## src/rtl/time_set_if.sv

```systemverilog
// Push-button inputs and counter-control outputs of the wall-clock time-set front end.
interface time_set_if;
    logic btn_mode;
    logic btn_inc;
    logic enable;
    logic setting_enable;
    logic set_hr_or_min;
    logic inc_short;

    modport master (
        output btn_mode,
        output btn_inc,
        input  enable,
        input  setting_enable,
        input  set_hr_or_min,
        input  inc_short
    );

    modport slave (
        input  btn_mode,
        input  btn_inc,
        output enable,
        output setting_enable,
        output set_hr_or_min,
        output inc_short
    );
endinterface

```

## src/rtl/time_set_controller.sv

```systemverilog
// Button synchronizer/debouncer, short/long press classifier, run/set mode FSM
// and increment pulse generator with auto-repeat for the wall-clock counter.
module time_set_controller #(
    parameter int DEBOUNCE_TICKS = 200,
    parameter int LONG_TICKS     = 10000,
    parameter int REPEAT_TICKS   = 2000
) (
    input  logic       clk_10000Hz,
    input  logic       rst_n,
    time_set_if.slave  bus
);
    localparam int DW = $clog2(DEBOUNCE_TICKS + 1);
    localparam int LW = $clog2(LONG_TICKS + 1);
    localparam int RW = $clog2(REPEAT_TICKS + 1);
    localparam logic [DW-1:0] DEB_LAST = DW'(DEBOUNCE_TICKS - 1);
    localparam logic [LW-1:0] LONG_MAX = LW'(LONG_TICKS);
    localparam logic [RW-1:0] REP_LAST = RW'(REPEAT_TICKS - 1);

    typedef enum logic [1:0] {
        ST_RUN     = 2'd0,
        ST_SET_HR  = 2'd1,
        ST_SET_MIN = 2'd2
    } state_t;

    // Per-button vectors: bit 0 is the mode button, bit 1 the increment button.
    logic [1:0]    raw_s;
    logic [1:0]    sync1_r;
    logic [1:0]    sync2_r;
    logic [1:0]    deb_r;
    logic [1:0]    deb_d_r;
    logic [1:0]    long_done_r;
    logic [1:0]    short_r;
    logic [DW-1:0] deb_cnt_r [2];
    logic [LW-1:0] hold_cnt_r [2];
    logic [1:0]    rise_s;
    logic [1:0]    fall_s;
    logic [1:0]    long_s;

    logic          mode_long_r;
    logic          mode_short_r;
    state_t        state_r;
    state_t        next_state_s;
    logic          change_s;
    logic          in_set_s;
    logic          armed_r;
    logic [RW-1:0] rep_cnt_r;
    logic          rep_fire_s;
    logic          inc_pulse_s;
    logic          enable_s;
    logic          setting_enable_s;
    logic          set_hr_or_min_s;
    logic          enable_r;
    logic          setting_enable_r;
    logic          set_hr_or_min_r;
    logic          inc_short_r;

    assign raw_s = {bus.btn_inc, bus.btn_mode};

    // Debounced edge detection and single-shot long event per button
    always_comb begin
        rise_s = 2'b00;
        fall_s = 2'b00;
        long_s = 2'b00;
        for (int i = 0; i < 2; i++) begin
            rise_s[i] = deb_r[i] & ~deb_d_r[i];
            fall_s[i] = ~deb_r[i] & deb_d_r[i];
            long_s[i] = (hold_cnt_r[i] == LONG_MAX) & ~long_done_r[i];
        end
    end

    // Synchronizers, debouncers, hold timers and press classification
    always_ff @(posedge clk_10000Hz) begin
        if (!rst_n) begin
            sync1_r     <= 2'b00;
            sync2_r     <= 2'b00;
            deb_r       <= 2'b00;
            deb_d_r     <= 2'b00;
            long_done_r <= 2'b00;
            short_r     <= 2'b00;
            for (int i = 0; i < 2; i++) begin
                deb_cnt_r[i]  <= '0;
                hold_cnt_r[i] <= '0;
            end
        end else begin
            sync1_r <= raw_s;
            sync2_r <= sync1_r;
            deb_d_r <= deb_r;
            for (int i = 0; i < 2; i++) begin
                if (sync2_r[i] == deb_r[i]) begin
                    deb_cnt_r[i] <= '0;
                end else if (deb_cnt_r[i] == DEB_LAST) begin
                    deb_r[i]     <= sync2_r[i];
                    deb_cnt_r[i] <= '0;
                end else begin
                    deb_cnt_r[i] <= deb_cnt_r[i] + DW'(1);
                end
                if (!deb_r[i]) begin
                    hold_cnt_r[i] <= '0;
                end else if (hold_cnt_r[i] != LONG_MAX) begin
                    hold_cnt_r[i] <= hold_cnt_r[i] + LW'(1);
                end else begin
                    hold_cnt_r[i] <= hold_cnt_r[i];
                end
                long_done_r[i] <= deb_r[i] & (long_done_r[i] | long_s[i]);
                // Hold count is still valid in the cycle after the fall; it clears one edge later.
                short_r[i]     <= fall_s[i] & (hold_cnt_r[i] != LONG_MAX);
            end
        end
    end

    // Mode FSM state register and registered mode events
    always_ff @(posedge clk_10000Hz) begin
        if (!rst_n) begin
            state_r      <= ST_RUN;
            mode_long_r  <= 1'b0;
            mode_short_r <= 1'b0;
        end else begin
            state_r      <= next_state_s;
            mode_long_r  <= long_s[0];
            mode_short_r <= short_r[0];
        end
    end

    // Mode FSM next-state logic
    always_comb begin
        next_state_s = state_r;
        case (state_r)
            ST_RUN: begin
                if (mode_long_r) next_state_s = ST_SET_HR;
                else             next_state_s = ST_RUN;
            end
            ST_SET_HR: begin
                if (mode_long_r)       next_state_s = ST_RUN;
                else if (mode_short_r) next_state_s = ST_SET_MIN;
                else                   next_state_s = ST_SET_HR;
            end
            ST_SET_MIN: begin
                if (mode_long_r)       next_state_s = ST_RUN;
                else if (mode_short_r) next_state_s = ST_SET_HR;
                else                   next_state_s = ST_SET_MIN;
            end
            default: next_state_s = ST_RUN;
        endcase
    end

    // Output decode of the upcoming state so the registered outputs track the state register
    always_comb begin
        enable_s         = 1'b1;
        setting_enable_s = 1'b0;
        set_hr_or_min_s  = 1'b0;
        case (next_state_s)
            ST_RUN: begin
                enable_s         = 1'b1;
                setting_enable_s = 1'b0;
                set_hr_or_min_s  = 1'b0;
            end
            ST_SET_HR: begin
                enable_s         = 1'b0;
                setting_enable_s = 1'b1;
                set_hr_or_min_s  = 1'b0;
            end
            ST_SET_MIN: begin
                enable_s         = 1'b0;
                setting_enable_s = 1'b1;
                set_hr_or_min_s  = 1'b1;
            end
            default: begin
                enable_s         = 1'b1;
                setting_enable_s = 1'b0;
                set_hr_or_min_s  = 1'b0;
            end
        endcase
    end

    // Increment pulse request; a mode transition in the same cycle wins
    always_comb begin
        in_set_s    = (state_r != ST_RUN);
        change_s    = (next_state_s != state_r);
        rep_fire_s  = long_done_r[1] & deb_r[1] & (rep_cnt_r == REP_LAST);
        inc_pulse_s = 1'b0;
        if (in_set_s && !change_s) begin
            inc_pulse_s = rise_s[1] | (armed_r & (long_s[1] | rep_fire_s));
        end else begin
            inc_pulse_s = 1'b0;
        end
    end

    // Arming, auto-repeat counter and registered outputs
    always_ff @(posedge clk_10000Hz) begin
        if (!rst_n) begin
            armed_r          <= 1'b0;
            rep_cnt_r        <= '0;
            enable_r         <= 1'b1;
            setting_enable_r <= 1'b0;
            set_hr_or_min_r  <= 1'b0;
            inc_short_r      <= 1'b0;
        end else begin
            if (change_s)       armed_r <= 1'b0;
            else if (rise_s[1]) armed_r <= 1'b1;
            else if (fall_s[1]) armed_r <= 1'b0;
            else                armed_r <= armed_r;
            if (long_s[1] || !deb_r[1] || rep_fire_s) rep_cnt_r <= '0;
            else if (long_done_r[1])                  rep_cnt_r <= rep_cnt_r + RW'(1);
            else                                      rep_cnt_r <= rep_cnt_r;
            enable_r         <= enable_s;
            setting_enable_r <= setting_enable_s;
            set_hr_or_min_r  <= set_hr_or_min_s;
            inc_short_r      <= inc_pulse_s;
        end
    end

    assign bus.enable         = enable_r;
    assign bus.setting_enable = setting_enable_r;
    assign bus.set_hr_or_min  = set_hr_or_min_r;
    assign bus.inc_short      = inc_short_r;
endmodule

```

## src/flat_wrapper.sv

```systemverilog
// flat-port wrapper written by rule: the top's interface ports become plain ports
module time_set_controller_flat 
#(
    parameter int DEBOUNCE_TICKS = 200,
    parameter int LONG_TICKS     = 10000,
    parameter int REPEAT_TICKS   = 2000
)
  (clk_10000Hz, rst_n, bus_btn_mode, bus_btn_inc, bus_enable, bus_setting_enable, bus_set_hr_or_min, bus_inc_short);
  time_set_if bus_i ();
  input  logic clk_10000Hz;
  input  logic rst_n;
  input wire logic [$bits(bus_i.btn_mode)-1:0] bus_btn_mode;
  input wire logic [$bits(bus_i.btn_inc)-1:0] bus_btn_inc;
  output wire logic [$bits(bus_i.enable)-1:0] bus_enable;
  output wire logic [$bits(bus_i.setting_enable)-1:0] bus_setting_enable;
  output wire logic [$bits(bus_i.set_hr_or_min)-1:0] bus_set_hr_or_min;
  output wire logic [$bits(bus_i.inc_short)-1:0] bus_inc_short;
  assign bus_i.btn_mode = bus_btn_mode;
  assign bus_i.btn_inc = bus_btn_inc;
  assign bus_enable = bus_i.enable;
  assign bus_setting_enable = bus_i.setting_enable;
  assign bus_set_hr_or_min = bus_i.set_hr_or_min;
  assign bus_inc_short = bus_i.inc_short;
  time_set_controller #(.DEBOUNCE_TICKS(DEBOUNCE_TICKS), .LONG_TICKS(LONG_TICKS), .REPEAT_TICKS(REPEAT_TICKS)) u_core (.clk_10000Hz(clk_10000Hz), .rst_n(rst_n), .bus(bus_i));
endmodule
```

## config.mk

```make
export PLATFORM = sky130hd
export DESIGN_NAME = time_set_controller_flat
export DESIGN_NICKNAME = d
export VERILOG_FILES = /design/src/rtl/time_set_if.sv /design/src/rtl/time_set_controller.sv /design/src/flat_wrapper.sv
export SDC_FILE = /design/constraint.sdc
export NUM_CORES = 1
export LEC_CHECK = 0
export BUFFER_PORTS_ARGS = -buffer_cell sky130_fd_sc_hd__buf_2
export CAP_MARGIN = 30
export CORE_UTILIZATION = 30
export CTS_CLUSTER_SIZE = 30
export DETAILED_ROUTE_END_ITERATION = 8
export PLACE_DENSITY = 0.41
export SKIP_LAST_GASP = 1
export SLEW_MARGIN = 20
export SYNTH_ARGS = -nofsm -noshare
export SYNTH_HDL_FRONTEND = slang
export SYNTH_SLANG_ARGS = --single-unit
```

## constraint.sdc

```tcl
create_clock -name clk_10000Hz -period 3.2 [get_ports clk_10000Hz]
set_clock_uncertainty 0.2 [all_clocks]
set_input_delay 0.48 -clock clk_10000Hz [delete_from_list [all_inputs] [get_ports clk_10000Hz]]
set_output_delay 0.48 -clock clk_10000Hz [all_outputs]
set_load 0.02 [all_outputs]
```

==> impl_metrics.tcl <==
set metrics [dict create \
    status "complete, but fails checks" \
    failed_checks "DRC" \
    cts_tree "built" \
    cts.htree.levels 3 \
    numCtsBuffers 9 \
    required_ns 2.92 \
    switchingPower_mw 0.397 \
    yosysSeqAreaShare 0.545 \
    cts_root_buf "clkbuf_16" \
    p_int_mw 1.63 \
    insertion_delay_ns 0.33 \
    hold_class "primary input to flop" \
    num_io_pins 8 \
    dpl.hpwl_um 4170 \
    vias_per_cell 4.59 \
    ys_types 44 \
    grt_max_degree 21 \
    fin_crit_sh 0.745 \
    switching_share 0.196 \
    synthXorXnorAreaFrac 0.113 \
    critPathKind "flop to flop" \
    maxCapViolCount 0 \
    rr_worst_depth 3 \
    max_stage_delay_ns 0.58 \
    worst_pin_slew_ns 0.666 \
    postCtsSetupBuffers 0 \
    seq_power_share 0.510 \
    slew_viol_final 0 \
    cp_cell_sequence "or4_4 -> nor4_4 -> nand2_1" \
    grt.overflow.total 0 \
    syn-instance-count 335 \
    syn_area_mm2 0.00357 \
    crit_fanout 14 \
    area_growth_pct 15.0 \
    num_vias 2344 \
    avgSynthCellArea_um2 10.6 \
    grtUsageTotal 0.110 \
    synth.area.mux_share 0.0116 \
    initial_core_util 0.310 \
    vdd_drop_max_v 0.000238 \
    layout.nets 376 \
    ys_seq_elements 75 \
    drt_iter0_drc 123 \
    std_cell_rows 39 \
    clock.fmax_mhz 419 \
    synth_edf_count 44 \
    powerDensity_mw_per_mm2 494 \
    wl_um 6180 \
    fillers 1183 \
    whs_ns 0.158 \
    dieArea_mm2 0.0123 \
    io_buffers 7 \
    fp.dieH_um 111 \
    grt_pass1_wl_um 10700 \
    hold_buffers 0 \
    finalPower_mw 2.03 \
    synth-simple-area-share 0.240 \
    firstDrtPassIters 6 \
    rsz0062_at_grt "false" \
    layout_min_cycle_time_ns 2.39 \
    worstSetupStartpointType "flop" \
    cts_sinks 75 \
    endpoint_kind "flop" \
    drive_gt1_frac 0.0815 \
    synth-async-reset-ratio 0 \
    ys.flop_type "edfxtp_1" \
    drtAntennaViolNets 0 \
    drc 2 \
    leakagePower_nw 1.42 \
    core_area_mm2 0.0115 \
    synth_compound_area_frac 0.0305 \
    relSlewSlack 0.555 \
    antenna_found_initial 0 \
    hold_path_depth 2 \
    synth_fa_ha_area_frac 0.0344 \
    p_comb_frac 0.012 \
    worstPathArrival_ns 2.11 \
    finalSetupTns_ns 0 \
    hold_violations 0 \
    crit_slowest_cell "or4_4" \
    ys_warn_count 0 \
    grt_pass1_vias 2305 \
    die_w_um 111 \
    antenna_cells 0 \
    clock_power_share 0.477 \
    synth_top_family_by_area "simple AND/OR/NAND/NOR gates" \
    wl_per_cell_um 12.1 \
    clkTransAtPathRegs_ns 0.06 \
    place_congestion 0.744 \
    cts_resized 0 \
    report.final.setup_viol 0 \
    clockBufferDepth 2 \
]
-- through the flow --
step / setup WS, ns / instances / utilization / instance area [um^2]
floorplan: 1.11 / 350 / - / 3620
global placement: 0.836 / 495 / 0.331 / 3810
detailed placement: 0.812 / 495 / 0.331 / 3810
CTS: 0.804 / 511 / 0.356 / 4100
global route: 0.652 / 511 / 0.356 / 4100
finish: 0.815 / 511 / 0.356 / 4100
-- kinds of logic after synthesis --
family	Yosys count
fa+ha+maj	10
mux	4
simple gates	161
buf+inv	22
other cells	1
compound gates	16
xor+xnor	46
flops	75
-- area by class of cell --
class	count	area (um^2)	share of cell area
clock inverter	2	10.0	0.00244
timing repair buffer	8	42.5	0.0104
multi-input combinational	253	1590	0.388
inverter	16	60.1	0.0146
clock buffer	14	278	0.0677
tap	143	179	0.0436
sequential	75	1940	0.473
-- worst max-delay path: cells and delay by family, from the launching register on --
kind | cells | cell delay [ns]
simple gates | 3 | 1.30
flops | 1 | 0.47
-- path summary, 6_finish.rpt --
| kind | startpoint | endpoint | slack (ns) |
|---|---|---|---|
| max | u_core.hold_cnt_r[0][2] | u_core.hold_cnt_r[0][10] | 0.81 |
| min | bus_btn_mode | u_core.sync1_r[0] | 0.16 |
| min reg2reg | u_core.short_r[0] | u_core.mode_short_r | 0.23 |
| max reg2reg | u_core.hold_cnt_r[0][2] | u_core.hold_cnt_r[0][10] | 0.81 |
-- metal layers --
layer,vias up,track usage,share of wire
met3,11,0.0377,0.032
met2,26,0.176,0.45
met1,1087,0.132,0.50
met4,0,0.0523,0.017
li1,1220,-,-
met5,-,0,0
-- synthesized netlist by cell type, types with 2 or more instances --
master / count / share of area
o21ai_0: 4 / 0.0056
dfxtp_1: 31 / 0.17
nor2_1: 55 / 0.058
a21oi_1: 4 / 0.0056
nor2b_1: 4 / 0.0070
xor2_1: 20 / 0.049
and3_1: 9 / 0.016
nor3_1: 10 / 0.014
clkbuf_1: 5 / 0.0053
or4_1: 2 / 0.0042
inv_1: 16 / 0.017
nand3b_1: 3 / 0.0063
nand4_1: 11 / 0.019
edfxtp_1: 44 / 0.37
ha_1: 9 / 0.032
and4_1: 3 / 0.0074
nand2_1: 12 / 0.013
or3_1: 2 / 0.0035
nand3_1: 22 / 0.031
nor4_1: 7 / 0.012
a31oi_1: 2 / 0.0035
and2_1: 9 / 0.016
mux2i_1: 3 / 0.0084
xnor2_1: 26 / 0.064
nand2b_1: 3 / 0.0053
-- sequential cells by signal, indices dropped and copies added, names as in the netlist, 2 cells and up --
name / cells
u_core.deb_cnt_r: 16
u_core.hold_cnt_r: 28
u_core.rep_cnt_r: 11
u_core.deb_d_r: 2
u_core.long_done_r: 2
u_core.sync2_r: 2
u_core.deb_r: 2
u_core.sync1_r: 2
u_core.state_r: 2
-- power groups by stage --
| stage | Combinational [mW] | Clock [mW] | Sequential (mW) |
|---|---|---|---|
| CTS | 0.0254 | 1.01 | 1.03 |
| floorplan | 0.0203 | 0 | 1.05 |
| finish | 0.0253 | 0.968 | 1.03 |
| global placement | 0.0255 | 0 | 1.05 |
| detailed placement | 0.0252 | 0 | 1.05 |
| global route | 0.0298 | 1.04 | 1.04 |
-- cells in the final DEF (no fill, tap or decap), types with 3 or more instances in the layout --
cell type and count:
nand4_1 11, nor2_1 55, buf_2 7, and3_1 9, and4_1 3, nor4_1 7
nand2_1 12, edfxtp_1 44, inv_1 16, a21oi_1 4, ha_1 9, nor3_1 10
dfxtp_1 31, nor2b_1 4, xor2_1 20, nand2b_1 3, conb_1 16, and2_1 9
o21ai_0 4, clkbuf_16 9, mux2i_1 3, nand3_1 22, clkbuf_8 3, xnor2_1 26
nand3b_1 3
No activity file was read; power rests on OpenSTA's default activity.
